## src/rtl/pipe_skid_stage.sv

```systemverilog
// Valid/ready pipeline register with one-entry skid; optional perf counters under PIPE_STAGE_PERF_EN.
// Latency: 1 cycle from accept to out_valid when the stage is empty; 1 beat/cycle sustained.
// Backpressure: with SKID_EN=1 in_ready is registered (~skid_valid); with SKID_EN=0 it is combinational.
module pipe_skid_stage #(
  parameter int unsigned       DATA_W    = 32,
  parameter logic [DATA_W-1:0] NOP_VALUE = '0,
  parameter bit                SKID_EN   = 1'b1
) (
  input  logic              clk,
  input  logic              rst,
  input  logic              flush,
  input  logic              in_valid,
  output logic              in_ready,
  input  logic [DATA_W-1:0] in_data,
  output logic              out_valid,
  input  logic              out_ready,
  output logic [DATA_W-1:0] out_data
`ifdef PIPE_STAGE_PERF_EN
  ,
  output logic [31:0]       stall_cnt,
  output logic [31:0]       bubble_cnt
`endif
);

  logic              main_valid;
  logic [DATA_W-1:0] main_data;
  logic              skid_valid;
  logic [DATA_W-1:0] skid_data;
  logic              accept;
  logic              drain;

  assign in_ready  = SKID_EN ? ~skid_valid : (~main_valid | out_ready);
  assign out_valid = main_valid;
  assign out_data  = main_data;
  assign accept    = in_valid & in_ready;
  assign drain     = main_valid & out_ready;

  // Skid only ever holds a beat while main is full, so it is the younger entry.
  always_ff @(posedge clk) begin
    if (rst || flush) begin
      main_valid <= 1'b0;
      main_data  <= NOP_VALUE;
      skid_valid <= 1'b0;
      skid_data  <= NOP_VALUE;
    end else if (!main_valid || drain) begin
      if (skid_valid) begin
        main_valid <= 1'b1;
        main_data  <= skid_data;
        skid_valid <= accept;
        skid_data  <= accept ? in_data : NOP_VALUE;
      end else if (accept) begin
        main_valid <= 1'b1;
        main_data  <= in_data;
      end else begin
        main_valid <= 1'b0;
        main_data  <= NOP_VALUE;
      end
    end else if (accept && SKID_EN) begin
      skid_valid <= 1'b1;
      skid_data  <= in_data;
    end
  end

`ifdef PIPE_STAGE_PERF_EN
  // Saturating counters, deliberately immune to flush.
  always_ff @(posedge clk) begin
    if (rst) begin
      stall_cnt  <= '0;
      bubble_cnt <= '0;
    end else begin
      if (main_valid && !out_ready && stall_cnt != 32'hFFFF_FFFF)
        stall_cnt <= stall_cnt + 32'd1;
      if (!main_valid && out_ready && bubble_cnt != 32'hFFFF_FFFF)
        bubble_cnt <= bubble_cnt + 32'd1;
    end
  end
`endif

endmodule

```

## config.mk

```make
export PLATFORM = sky130hd
export DESIGN_NAME = pipe_skid_stage
export DESIGN_NICKNAME = d
export VERILOG_FILES = /design/src/rtl/pipe_skid_stage.sv
export SDC_FILE = /design/constraint.sdc
export NUM_CORES = 1
export LEC_CHECK = 0
export CORE_ASPECT_RATIO = 1.1
export CORE_MARGIN = 2
export CORE_UTILIZATION = 40
export CTS_CLUSTER_SIZE = 16
export DETAILED_ROUTE_END_ITERATION = 8
export PLACE_DENSITY_LB_ADDON = 0.15
export SKIP_LAST_GASP = 1
export SLEW_MARGIN = 20
export SYNTH_ARGS = -nofsm -noshare
export SYNTH_HDL_FRONTEND = slang
export SYNTH_SLANG_ARGS = --single-unit
```

## constraint.sdc

```tcl
create_clock -name clk -period 1.33 [get_ports clk]
set_clock_uncertainty 0.1 [all_clocks]
set_input_delay 0.266 -clock clk [delete_from_list [all_inputs] [get_ports clk]]
set_output_delay 0.266 -clock clk [all_outputs]
set_load 0.1 [all_outputs]
```

Word-level counts from Yosys, hierarchy flattened
Index checks and enable logic that the tools add are counted.
Widths: inputs -> output; s select.
{ "op_classes": {"n_eq_ne": 1, "mux": 10, "n_bitwise": 3, "n_reduce_logical": 5} }
{ "op_table": {"columns": ["operator", "count"], "rows": [
  ["$mux 32", 5],
  ["$mux 1", 5],
  ["$and 1x1->1", 2],
  ["$logic_or 1x1->1", 2],
  ["$ne 2x2->1 const B", 1],
  ["$reduce_and 2->1", 1],
  ["$reduce_bool 2->1", 1],
  ["$logic_not 1->1", 1],
  ["$not 1->1", 1]
]} }
{ "totals": {"regBits": 66, "input_bits": 37, "output_inout_bits": 34, "word_cells": 23} }

Longest topological paths before layout
Gate-level depths: netlist of run 1.
{ "logic_depth": {"word_depth": 5, "ltp_mapped": 5, "mapped_depth_nobuf": 3} }

Worst setup path before layout of run 1
OpenSTA, ideal clock, no wires.
{ "synth_path": {"path_kind": "reg2reg", "start": "register main_valid (netlist: out_valid)", "end": "register main_data[19] (netlist: out_data[19])", "setup_ns": 0.122, "t_arrival_ns": 1.845, "required_ns": 1.108, "path_slack_ns": -0.737, "path_stages_with_launch": 5, "path_buffers": 1, "synth_period_minus_slack_ns": 2.067, "path_cell_list": "dfxtp_1 > nand2b_1 > and3_1 > clkbuf_1 > a221o_1"} }
{ "synth_via": {"elab_chain_len": 2, "elab_cells_between_ends": 3, "cone_classes": "bitwise: 1; reduce/logical: 2"} }
{ "synth_lines": {"columns": ["element", "line_no", "source"], "rows": [
  ["start, declared", "25", "logic main_valid;"],
  ["start signal, assigned", "41", "main_valid <= 1'b0;"],
  ["start signal, assigned", "47", "main_valid <= 1'b1;"],
  ["start signal, assigned", "52", "main_valid <= 1'b1;"],
  ["$and 1x1->1 or $logic_not 1->1 (tied branches)", "36, 45", null],
  ["$logic_or 1x1->1 *", "45", "end else if (!main_valid || drain) begin"],
  ["end signal, assigned", "48", "main_data <= skid_data;"],
  ["end signal, assigned", "53", "main_data <= in_data;"],
  ["end, declared", "26", "logic [DATA_W-1:0] main_data;"]
]} }
Every way passes the cells marked *; elsewhere a longest branch is shown, timed or not.
A chain may end at the register's enable or synchronous reset.

Worst setup path in the final report of run 1
{ "layout_path": {"start": "register skid_valid", "end": "register skid_data[1]"} }
{ "layout_via": {"elab_chain_len": 5, "elab_cells_between_ends": 8, "cone_classes": "eq/ne: 1; mux: 3; bitwise: 2; reduce/logical: 2"} }
{ "layout_lines": {"columns": ["element", "line_no", "source"], "rows": [
  ["start, declared", "27", "logic skid_valid;"],
  ["start signal, assigned", "49", "skid_valid <= accept;"],
  ["$not 1->1", "32", "assign in_ready = SKID_EN ? ~skid_valid : (~main_valid | out_ready);"],
  ["$and 1x1->1", "35", "assign accept = in_valid & in_ready;"],
  ["$mux 32", "50", "skid_data <= accept ? in_data : NOP_VALUE;"],
  ["$mux 32", "46", "if (skid_valid) begin"],
  ["$mux 32", "45", null],
  ["end signal, assigned", "50", null],
  ["end signal, assigned", "60", "skid_data <= in_data;"],
  ["end, declared", "28", "logic [DATA_W-1:0] skid_data;"]
]} }
Parallel ways exist; a longest one is shown, timed or not. The select of a mux whose other input is x is not followed.

==> run metrics, run 1 <==
status finished with violations; violated checks negative setup slack; Synth Flop Type dfxtp_1; Yosys reg bits 66; Pwr Total ~5 mW; # DRC 0; Hold Crit Start in_valid; Via density ~5.7; placed wire-length estimate around 4300 um; flop2flop setup slack -0.18 ns; CTS Sinks 66; post-route ant nets 0; fin. max-slew vios 0; post-layout instance area ~0.0045 mm2; Critical Path AT 1.70 ns; drt pass-1 iters 5; Die W between 70 and 80 um; Slew @ Worst Pin 0.311 ns; Worst Hold Path EP skid_valid; Layout Utilization 0.765; GR Layer Usage met3 0.0505; Hold Crit Class primary input to flip-flop; Total Nets Final between 300 and 400; Ys Warns 0; pwr dens 1130 mW/mm2; hold_ws 0.323 ns; count of different cell masters after synthesis 25; Fillers 362; M1 GR Usage 0.254; WL final 7590 um; LEAKAGE about 1.7 nW; Fin Setup TNS -6.68 ns; DP Worst Slack -0.606 ns; post-layout min period 1.51 ns; largest net degree at the start of global routing 24; starting density of the core 0.417; clk buf depth 2; post-placement cell area just under 0.004 mm2; final setup vio count 63; Core Footprint ~0.006 mm2; final worst-path cycle share 1.13; vias in the first global route 2245; final hold violation count 0; first-pass GRT wire length 10900 um; RR Startpoint skid_valid; row count 29; GRT busiest layer met2; worst skew pair latency 0.35 ns; sequential fraction of the synthesis area 0.543; CTS Buf Count 9; Post-Synthesis Cell Area ~0.0024 mm2; PortBufs 70; crit path kind flip-flop to flip-flop; M2 GR Usage 0.348; Final Instance Count excl. Fillers a little over 400; TritonCTS clock tree done; layout cells sized above 1 0.465; I/O pin total approximately 70; Via Count about 2300; FF-to-FF path depth 6; # Max-Cap Violations 0; maximum VDD drop about 840 uV; Mapped Cells 228; syn nets 265; worst endpoint required time between 1.5 and 2 ns; placed insts between 300 and 400; hold-critical path depth 3; Worst-path clk slew about 0.080 ns; Post-synth EDFFs 0; initial antenna violation count 1; Reg-to-Reg End skid_data[1]; Final WS setup -0.177 ns; maximum clock rate about 660 MHz; Syn Area/Cell roughly 11 um2; Layout area overhead 83.8%; CTS root buffer clkbuf_8; Async S/R FF share, synth 0; die area about 0.0067 mm2; Total GRT Usage 0.209; htree depth 3; Post-CTS Hold Buffers 0; critical path endpoint category flip-flop; DR iter-0 viols ~160; DR WL/cell between 15 and 20 um; Die Height approximately 86 um; routability cong. ~0.76; Worst Path Max Fanout 6; Worst setup SP type flip-flop; RSZ-0062 raised after global routing yes; Slew headroom 0.792; grt ovf 0
logic make-up after synthesis:
family          after synthesis  share of synthesized area
simple gates                 44                     0.0925
compound gates               92                      0.311
buf+inv                      26                     0.0540
flops                        66                      0.543
worst max path at each step:
stage	from	slack, ns	to
finish	skid_valid	-0.18	skid_data[1]
global route	skid_valid	-0.24	skid_data[30]
CTS	skid_valid	-0.16	in_ready
detailed placement	out_ready	-0.61	skid_data[24]
global placement	out_ready	-0.55	skid_data[19]
floorplan	out_valid	-0.14	skid_data[24]
Yosys cell counts, drive strengths merged, types with 2 or more instances:
library cell / count / share of area
a22o: 6 / 0.022
nor2b: 2 / 0.0051
a221o: 6 / 0.025
a32o: 26 / 0.11
buf: 16 / 0.039
nor2: 28 / 0.043
nor3: 2 / 0.0062
and2: 7 / 0.018
dfxtp: 66 / 0.54
o21ai: 26 / 0.053
a221oi: 26 / 0.094
clkbuf: 9 / 0.014
registers in the layout, summed over array words and instances (netlist names):
| signal | flops |
|---|---|
| out_data | 32 |
| skid_data | 32 |
| out_valid | 1 |
| skid_valid | 1 |
report_power, final:
| part | internal, mW | switching (mW) | total, mW | leakage (nW) |
|---|---|---|---|---|
| registers | 2.02 | 0.0412 | 2.06 | 0.547 |
| logic | 0.413 | 0.473 | 0.886 | 1.04 |
| clock network | 1.35 | 0.771 | 2.12 | 0.123 |
what timing repair did:
action                                  4_1_cts  5_1_grt
endpoints found under the setup margin       51       61
pin swaps                                     1       28
buffers inserted                              6        6
hold endpoints to repair                      0        0
gates cloned                                  3        5
gates resized for setup                      22       19
critical path, stage by stage, from the launching register on:
cell and delay [ns]:
dfxtp_4 0.36, buf_8 0.12, buf_8 0.11, a211oi_4 0.29
buf_6 0.18, clkbuf_16 0.15, a32o_1 0.13
cell usage in the layout (no fill, tap or decap), types with 2 or more instances in the layout:
master | netlist | layout
a221o_1 | 6 | 6
a221oi_2 | 0 | 25
a22o_1 | 6 | 6
a32o_1 | 26 | 26
and2_1 | 6 | 7
buf_12 | 0 | 39
buf_4 | 0 | 17
buf_6 | 3 | 12
buf_8 | 0 | 2
bufinv_16 | 0 | 3
clkbuf_16 | 0 | 4
clkbuf_8 | 0 | 11
clkdlybuf4s50_1 | 0 | 32
dfxtp_1 | 66 | 40
dfxtp_2 | 0 | 24
dfxtp_4 | 0 | 2
dlygate4sd2_1 | 0 | 4
nor2_1 | 28 | 27
nor2b_4 | 0 | 2
o21ai_0 | 6 | 6
o21ai_1 | 20 | 20
metal layers:
layer | vias to the layer above | wire, um
li1 | 1091 | -
met1 | 1145 | 3140
met2 | 73 | 3830
met3 | 19 | 381
met4 | 0 | 235
met5 | - | 0
final cells by class:
class	instances	area (um2)	share of cell area
repair buffers	112	1560	0.349
multi-input cells	136	1190	0.267
diodes	1	2.50	0.000560
clock inverters	4	97.6	0.0218
inverters	1	6.26	0.00140
flip-flops and latches	66	1360	0.304
well taps	77	96.3	0.0215
clock buffers	12	155	0.0347
Note: power is estimated with default switching activity, not from simulation.
==> inputs of run 2 (changes only) <==
--- a/config.mk
+++ b/config.mk
@@ -12,7 +12,6 @@
 export DETAILED_ROUTE_END_ITERATION = 8
 export PLACE_DENSITY_LB_ADDON = 0.15
 export SKIP_LAST_GASP = 1
-export SLEW_MARGIN = 20
 export SYNTH_ARGS = -nofsm -noshare
 export SYNTH_HDL_FRONTEND = slang
 export SYNTH_SLANG_ARGS = --single-unit
==> results of run 2 <==
Final layout, timing and power as in run 1 (identical DEF).
==> inputs of run 3 (changes only) <==
==> constraint.sdc (replaced) <==
create_clock -name clk -period 1.5 [get_ports clk]
set_clock_uncertainty 0.1 [all_clocks]
set_input_delay 0.3 -clock clk [delete_from_list [all_inputs] [get_ports clk]]
set_output_delay 0.3 -clock clk [all_outputs]
set_load 0.1 [all_outputs]
==> run metrics, run 3 (same netlist as run 1, synthesis figures left out) <==
status finished, final reports clean; switching pwr 1.03 mW (-20%); routability cong. 0.756 (-0.62%); final setup vio count 0 (-100%); Via Count 2136 (-8.2%); max incr delay on CP 0.36 ns (about the same); I/O pin total 71 (unchanged); CTS Sinks 66 (unchanged); sequential power share 0.487 (+0.081); Comb power frac 0.175 (about the same); Hold Crit Class primary input to flip-flop; # Max-Cap Violations 0 (unchanged); htree depth 3 (unchanged); crit path kind flip-flop to output port; layout cells sized above 1 0.264 (-0.201); # DRC 0 (unchanged); Hold Crit Start rst; Core Footprint 0.00584 mm2 (unchanged); Slew headroom 0.768 (-0.0235); RSZ-0062 raised after global routing no; hold_ws 0.336 ns (+0.0129 ns); CTS root buffer clkbuf_8; final hold violation count 0 (unchanged); Sw Share 0.275 (+0.0212); CP bufs+invs 3 (-1); worst endpoint required time 1.10 ns (-0.42 ns); FF-to-FF path depth 4 (-2); Worst Hold Path EP out_valid; LEAKAGE 1.46 nW (-15%); TritonCTS clock tree done; maximum clock rate between 600 and 700 MHz; Post-CTS Hold Buffers 0 (unchanged); starting density of the core 0.417 (unchanged); post-layout instance area 0.00388 mm2 (-13%); Worst-path clk slew 0.06 ns (-0.02 ns); worst skew pair latency 0.34 ns (about the same); Pint 2.71 mW (-28%); initial antenna violation count 0 (-1); Via density 5.46 (-4.0%); Total Nets Final 346 (-4.7%); largest net degree at the start of global routing 27 (+13%); critical path endpoint category output port; most frequent cells in the layout dfxtp_1 (64), buf_12 (36), clkdlybuf4s50_1 (33); RR Startpoint out_valid; Pwr Total 3.74 mW (-26%); slowest CP cell dfxtp_2; WL final 5930 um (-22%); DP Worst Slack -0.445 ns (+0.161 ns); final worst-path cycle share 0.968; post-route ant nets 0 (unchanged); Total GRT Usage 0.188 (-0.0211); vias in the first global route 2040 (-9.1%); Critical Path AT 1.05 ns (-0.65 ns); critical path's top delay family flip-flops; flop2flop setup slack 0.15 ns (+0.33 ns); drt pass-1 iters 4 (-1); fin. max-slew vios 0 (unchanged); # diodes 0 (-1); clock share of power 0.338 (-0.081); post-layout min period 1.45 ns; placed insts 372 (-0.27%); commonest non-fill, non-tap cell in the layout dfxtp_1; DR WL/cell 15.2 um (-18%); Final WS setup 0.0487 ns (+0.226 ns); Layout area overhead 59.4%; die area 0.00672 mm2 (unchanged); hold-critical path depth 4 (+1); first-pass GRT wire length 9760 um (-10%); clk buf depth 2 (unchanged); Worst Path Max Fanout 8 (+2); pwr dens 964 mW/mm2 (-15%); Die W 78.4 um (unchanged); grt ovf 0 (unchanged); Reg-to-Reg End skid_data[13]; worst path cell trace buf_6 > inv_4 > buf_12; Slew @ Worst Pin 0.346 ns (+0.0351 ns); Final Instance Count excl. Fillers 391 (-4.4%); Die Height 85.8 um (unchanged); placed wire-length estimate 3980 um (-8.3%); post-placement cell area 0.00366 mm2 (-5.2%); CTS Buf Count 9 (unchanged); maximum VDD drop 727 uV (-14%); Worst setup SP type flip-flop; row count 29 (unchanged); PortBufs 70 (unchanged); DR iter-0 viols 127 (-20%)
==> run 3: cell types whose count changed in the layout (fill, tap and decap cells not counted), moves of 4 or more <==
| cell | previous run | this run |
|---|---|---|
| a221oi_2 | 25 | 0 |
| buf_6 | 12 | 7 |
| dfxtp_1 | 40 | 64 |
| a221oi_1 | 0 | 26 |
| clkbuf_16 | 4 | 0 |
| dfxtp_2 | 24 | 1 |
==> run 3: final cells by class <==
cell class | instances | area (um2)
repair buffers | 95 | 1280
clock buffers | 13 | 149
multi-input cells | 136 | 1000
well taps | 77 | 96.3
flip-flops and latches | 66 | 1330
fillers | 445 | 1960
clock inverters | 3 | 15.0
inverters | 1 | 6.26
==> run 3: power groups by stage <==
stage / clock network, mW / logic (mW) / registers (mW)
after detailed placement: 0 / 0.654 / 1.86
after global placement: 0 / 0.651 / 1.86
after CTS: 1.30 / 0.658 / 1.82
after floorplan: 0 / 0.146 / 2.05
final: 1.26 / 0.655 / 1.82
after global routing: 1.35 / 0.691 / 1.82
==> run 3: through the flow <==
step | util | setup TNS [ns]
2_1_floorplan | - | -0.523
3_3_place_gp | 0.627 | -21.27
3_5_place_dp | 0.627 | -23.43
4_1_cts | 0.657 | -0.0446
5_1_grt | 0.664 | 0
6_report | 0.664 | 0
==> run 3: tightest hold or removal path, stage by stage <==
cell and delay (ns):
dlymetal6s2s_1 0.12, or2_4 0.17, buf_4 0.11, a21oi_1 0.03
==> run 3: timing repair <==
item                       4_1_cts  5_1_grt
gates cloned                     0        1
setup buffers                    0        2
pin swaps                        0        1
resized for setup                5        7
setup endpoints to repair       39       29
==> run 3: metal layers <==
layer,GRT usage,part of all wire,up-vias,wire length [um]
met5,0,0,-,0
met4,0.110,0.016,0,97
met3,0.0389,0.061,9,362
met2,0.290,0.47,70,2810
met1,0.245,0.45,1004,2670
li1,-,-,1053,-
==> run 3: how the worst max path moves through the flow <==
stage	from	cells past startpoint	slack (ns)	end
final	skid_valid	3	0.05	in_ready
after global routing	in_valid	5	0.006	skid_data[13]
after CTS	skid_valid	3	-0.04	in_ready
after detailed placement	out_ready	5	-0.44	skid_data[30]
after global placement	out_ready	5	-0.40	skid_data[29]
after floorplan	out_valid	3	-0.02	skid_data[15]
